<file path="src/rtl/solver_job_driver_pkg.sv">
// solver_job_driver_pkg
// Shared definitions for the solver job driver and the solver it feeds:
//   - default limb/iteration widths, kept identical to the solver's own defaults
//   - FSM state encoding for the job driver
package solver_job_driver_pkg;

  localparam int LIMB_INDEX_BITS_DEF = 6;
  localparam int LIMB_SIZE_BITS_DEF  = 8;
  localparam int ITER_BITS_DEF       = 16;

  localparam logic [2:0] S_IDLE   = 3'd0;
  localparam logic [2:0] S_CONFIG = 3'd1;
  localparam logic [2:0] S_LOAD   = 3'd2;
  localparam logic [2:0] S_START  = 3'd3;
  localparam logic [2:0] S_SETTLE = 3'd4;
  localparam logic [2:0] S_WAIT   = 3'd5;
  localparam logic [2:0] S_RESULT = 3'd6;

endpackage

</file>
<file path="src/rtl/solver_job_driver.sv">
// solver_job_driver
// Master-side controller for one solver instance. Accepts a job header and a
// limb stream over valid/ready, programs the solver's config/limb write port,
// pulses start, waits for out_ready (optionally under a watchdog) and returns
// the iteration count over a result valid/ready handshake. One job in flight.
//
// Ports:
//   clock, reset                     clock (rising edge), async active-low reset
//   job_valid/job_ready              header handshake (job_num_limbs, job_iter_lim)
//   limb_valid/limb_ready            limb stream handshake (limb_re, limb_im), index 0 first
//   wr_real_en, wr_imag_en, wr_index, real_data, imag_data     solver limb writes
//   wr_num_limbs_en, num_limbs_data, wr_iter_lim_en, iter_lim_data  solver config writes
//   start                            one-cycle solver start pulse
//   out_ready, iterations            solver done flag and result
//   res_valid/res_ready              result handshake (res_iterations, res_timeout)
//   busy                             high whenever a job is in progress
module solver_job_driver
  import solver_job_driver_pkg::*;
#(
  parameter int LIMB_INDEX_BITS = LIMB_INDEX_BITS_DEF,
  parameter int LIMB_SIZE_BITS  = LIMB_SIZE_BITS_DEF,
  parameter int ITER_BITS       = ITER_BITS_DEF,
  parameter int TIMEOUT_CYCLES  = 0
) (
  input  logic                       clock,
  input  logic                       reset,
  input  logic                       job_valid,
  output logic                       job_ready,
  input  logic [LIMB_INDEX_BITS-1:0] job_num_limbs,
  input  logic [ITER_BITS-1:0]       job_iter_lim,
  input  logic                       limb_valid,
  output logic                       limb_ready,
  input  logic [LIMB_SIZE_BITS-1:0]  limb_re,
  input  logic [LIMB_SIZE_BITS-1:0]  limb_im,
  output logic                       wr_real_en,
  output logic                       wr_imag_en,
  output logic [LIMB_INDEX_BITS-1:0] wr_index,
  output logic [LIMB_SIZE_BITS-1:0]  real_data,
  output logic [LIMB_SIZE_BITS-1:0]  imag_data,
  output logic                       wr_num_limbs_en,
  output logic [LIMB_INDEX_BITS-1:0] num_limbs_data,
  output logic                       wr_iter_lim_en,
  output logic [ITER_BITS-1:0]       iter_lim_data,
  output logic                       start,
  input  logic                       out_ready,
  input  logic [ITER_BITS-1:0]       iterations,
  output logic                       res_valid,
  input  logic                       res_ready,
  output logic [ITER_BITS-1:0]       res_iterations,
  output logic                       res_timeout,
  output logic                       busy
);

  localparam int WD_BITS = (TIMEOUT_CYCLES > 1) ? $clog2(TIMEOUT_CYCLES + 1) : 1;
  localparam logic [WD_BITS-1:0] WD_LAST =
    WD_BITS'((TIMEOUT_CYCLES > 0) ? TIMEOUT_CYCLES - 1 : 0);

  logic [2:0]                 state;
  logic [LIMB_INDEX_BITS-1:0] limb_cnt;
  logic [WD_BITS-1:0]         wd_cnt;

  // Handshake readies come straight from the state so they never lag it.
  // job_ready is additionally gated by reset so it stays low while held in reset.
  assign job_ready  = (state == S_IDLE) && reset;
  assign limb_ready = (state == S_LOAD);
  assign busy       = (state != S_IDLE);

  always_ff @(posedge clock or negedge reset) begin
    if (!reset) begin
      state           <= S_IDLE;
      limb_cnt        <= '0;
      wd_cnt          <= '0;
      wr_real_en      <= 1'b0;
      wr_imag_en      <= 1'b0;
      wr_index        <= '0;
      real_data       <= '0;
      imag_data       <= '0;
      wr_num_limbs_en <= 1'b0;
      num_limbs_data  <= '0;
      wr_iter_lim_en  <= 1'b0;
      iter_lim_data   <= '0;
      start           <= 1'b0;
      res_valid       <= 1'b0;
      res_iterations  <= '0;
      res_timeout     <= 1'b0;
    end else begin
      // NOTE: strobes default low each cycle so every write is a single-cycle
      // pulse; non-blocking assignments let the case below override them.
      wr_real_en      <= 1'b0;
      wr_imag_en      <= 1'b0;
      wr_num_limbs_en <= 1'b0;
      wr_iter_lim_en  <= 1'b0;
      start           <= 1'b0;

      case (state)
        S_IDLE: begin
          if (job_valid) begin
            // The config data registers double as the latched job header.
            num_limbs_data  <= job_num_limbs;
            iter_lim_data   <= job_iter_lim;
            wr_num_limbs_en <= 1'b1;
            wr_iter_lim_en  <= 1'b1;
            limb_cnt        <= '0;
            state           <= S_CONFIG;
          end
        end

        S_CONFIG: begin
          state <= (num_limbs_data == '0) ? S_START : S_LOAD;
        end

        S_LOAD: begin
          if (limb_valid) begin
            wr_real_en <= 1'b1;
            wr_imag_en <= 1'b1;
            wr_index   <= limb_cnt;
            real_data  <= limb_re;
            imag_data  <= limb_im;
            limb_cnt   <= limb_cnt + 1'b1;
            // Compare against count-1 so a full-range count never needs the
            // counter to wrap.
            if (limb_cnt == num_limbs_data - 1'b1) state <= S_START;
          end
        end

        S_START: begin
          // The last limb strobe is visible in this cycle; start follows it.
          start <= 1'b1;
          state <= S_SETTLE;
        end

        S_SETTLE: begin
          // start is visible now; out_ready may still be the previous job's
          // flag until the solver has seen start, so it is not looked at.
          wd_cnt <= '0;
          state  <= S_WAIT;
        end

        S_WAIT: begin
          if (out_ready) begin
            res_iterations <= iterations;
            res_timeout    <= 1'b0;
            res_valid      <= 1'b1;
            state          <= S_RESULT;
          end else if (TIMEOUT_CYCLES != 0 && wd_cnt == WD_LAST) begin
            res_iterations <= '0;
            res_timeout    <= 1'b1;
            res_valid      <= 1'b1;
            state          <= S_RESULT;
          end else begin
            wd_cnt <= wd_cnt + 1'b1;
          end
        end

        S_RESULT: begin
          if (res_ready) begin
            res_valid <= 1'b0;
            state     <= S_IDLE;
          end
        end

        default: state <= S_IDLE;
      endcase
    end
  end

endmodule

</file>
<file path="config.mk">
export PLATFORM = sky130hd
export DESIGN_NAME = solver_job_driver
export DESIGN_NICKNAME = d
export VERILOG_FILES = /design/src/rtl/solver_job_driver_pkg.sv /design/src/rtl/solver_job_driver.sv
export SDC_FILE = /design/constraint.sdc
export NUM_CORES = 1
export LEC_CHECK = 0
export ABC_AREA = 0
export CAP_MARGIN = 5
export CELL_PAD_IN_SITES_DETAIL_PLACEMENT = 1
export CELL_PAD_IN_SITES_GLOBAL_PLACEMENT = 2
export CORE_ASPECT_RATIO = 1.5
export CORE_UTILIZATION = 39
export CTS_CLUSTER_SIZE = 24
export DETAILED_ROUTE_END_ITERATION = 7
export DONT_BUFFER_PORTS = 1
export HOLD_SLACK_MARGIN = 0.15
export PLACE_DENSITY_LB_ADDON = 0.1
export SYNTH_ARGS = -nofsm -noshare
export SYNTH_HDL_FRONTEND = slang
export SYNTH_SLANG_ARGS = --single-unit
</file>
<file path="constraint.sdc">
create_clock -name clock -period 2 [get_ports clock]
set_input_delay 0.5 -clock clock [delete_from_list [all_inputs] [get_ports clock]]
set_output_delay 0.5 -clock clock [all_outputs]
set_load 0.02 [all_outputs]
</file>
==> metrics.txt <==
Synth area leaders dfrtp_1, mux2_2, buf_4; Simple-Gate Fraction of Synth Area 7.36%; post-cts sizing count 0; outcome finished with violations; Leak Pwr 1.52 nW; fin worst setup slack 0.189 ns; initial antenna violation count 0; Worst setup SP type flip-flop; area delta synth->final 13.1%; Slew headroom 57.7%; Worst-path clk slew 0.06 ns; first-pass GRT wire length 10400 um; CP endpoint kind output pin; DR pass1 iterations 4; largest area contributor in the netlist dfrtp_1; final non-filler cell total 336; routed wire length 6530 um; crit path cell chain buf_4, nor3b_1, buf_4; Seq cells post-synth 73; Initial Util 40.4%; Wirelength per Cell 19.4 um; max-cap viol count 0; I/O Buffers 0; post-CTS setup buffer count 0; Crit Path Max Fanout 7; fin. max-slew vios 0; mapped cell area 3090 um2; DP Area 3170 um2; CTS Buffer Depth 2; gate count of the mapped netlist 226; vias post-DR 1778; Achievable Freq 552 MHz; Synth Area in Adders 0.809%; share of cells above drive strength 1 37.6%; Worst path max stage delay 0.43 ns; Cell variety after synth 42; grt ovf 0; post-place setup slack 0.249 ns; IO Pins 130; CTS tree done; Ys Warns 0; Core ar. 7660 um2; largest net degree at the start of global routing 75; Synth Area in Compound Gates 4.65%; vias in the first global route 1999; Worst Tran Pin Value 0.618 ns; DIE WIDTH 74.7 um; antenna-violating nets left 0; nets@finish 291; failing checks hold timing; total power 6.71 mW; Crit path top cell by count buf_4; placed cell count 320; Layout Utilization 45.7%; Synthesized Nets 288; 1st-iter DRT viols 68; final setup fails 0; hold crit path type input port to async pin; VDD IR-drop max 0.876 mV; htree depth 3; GR Util All Layers 17.1%; Crit path max-delay family flip-flops; clk_skew 0.00394 ns; cts bufs inserted 9; Post-Synth XOR/XNOR Area 2.55%; Syn Area/Cell 13.7 um2; hold_ws -0.139 ns; unrepaired setup endpoints after global routing false; placed wire-length estimate 4620 um; Rows 39; setup total negative slack 0 ns; commonest non-fill, non-tap cell in the layout dfrtp_1; post-route cell area 3500 um2; Seq/Total Area, Yosys 59.0%; mux cell area share after synthesis 21.1%; PD cells 1920 nW/um2; worst path arrival time 1.31 ns; Final Hold Viols 73; Period Utilization, post-route 90.5%; clock sinks 73; CP Buf/Inv Count 2; kind of critical path flip-flop to output pin; Residual DRC 0; Critical Path RT 1.50 ns; Final Critical Period 1.81 ns; die area 8300 um2; top-area cell type share of the netlist area 59.0%; die height 111 um; Routability Congestion 0.750; Vias/cell 5.29; n_diodes 0; main combinational cell family by area after synthesis multiplexers; Worst-Skew Late Latency 0.33 ns; clock root cell clkbuf_16; slowest CP cell dfrtp_1; commonest non-fill, non-tap cells in the layout dfrtp_1, mux2_2, nand2_1, nor2_1, clkbuf_16
==> cells in the mapped netlist, drive strengths merged <==
cell type and number:
nand2b 1, a31o 2, nand4 2, nand3b 1, xor2 4, or2b 1, xnor2 5, o21ai 8
nor2 12, buf 15, a211o 1, and3 1, inv 5, nor3 2, nand2 12, o211ai 1
nor3b 1, a21o 1, a21boi 1, o31a 1, o31ai 1, nand3 2, a2111oi 1, a31oi 1
and4bb 1, ha 2, nor4b 1, nor2b 1, nor4 1, conb 1, and2 2, dfrtp 73
mux2 58, a21oi 1, o2111ai 2, or4b 1
==> registers in the layout, summed over array words and instances, names as in the netlist <==
register        count
res_valid           1
res_iterations     16
num_limbs_data      6
real_data           8
wr_iter_lim_en      1
start               1
imag_data           8
iter_lim_data      16
wr_index            6
limb_cnt            6
state               3
wr_imag_en          1
==> area by class of cell <==
type                       count  area (um2)
clock inverter                 6        90.1
sequential                    73        1830
tap                          102         128
clock buffer                  10         239
fill                         767        4160
timing repair buffer           7        65.1
multi-input combinational    133        1130
inverter                       5        18.8
==> kinds of logic after synthesis <==
family          count (synthesis)
compound gates                 21
buf+inv                        20
fa+ha+maj                       2
mux                            58
simple gates                   42
other cells                     1
flops                          73
xor+xnor                        9
==> metal layers <==
metal / vias up / wire (um) / track usage [%]
met3: 12 / 493 / 4.36
li1: 791 / - / -
met2: 84 / 3630 / 29.2
met5: - / 0 / 0
met1: 891 / 2240 / 18.3
met4: 0 / 169 / 9.81
==> worst paths after layout <==
path / start / to / slack, ns / cells past startpoint
max: state[1]$_DFFE_PN0P_ / limb_ready / 0.19 / 3
min: reset / num_limbs_data[1]$_DFFE_PN0P_ / -0.14 / 0
max reg2reg: state[2]$_DFFE_PN0P_ / real_data[4]$_DFFE_PN0P_ / 0.28 / 2
min reg2reg: limb_cnt[5]$_DFFE_PN0P_ / wr_index[5]$_DFFE_PN0P_ / 0.59 / 1
max in group asynchronous: reset / res_iterations[13]$_DFFE_PN0P_ / 2.01 / 0
min in group clock: job_num_limbs[0] / num_limbs_data[0]$_DFFE_PN0P_ / 0.30 / 2
==> power by group <==
group | leakage (nW) | internal [mW] | switching (mW) | total (mW)
logic | 0.458 | 0.875 | 0.674 | 1.55
clock network | 0.159 | 1.13 | 0.605 | 1.73
registers | 0.904 | 2.12 | 1.30 | 3.42
total | 1.52 | 4.13 | 2.58 | 6.71
No activity file was read; power rests on OpenSTA's default activity.
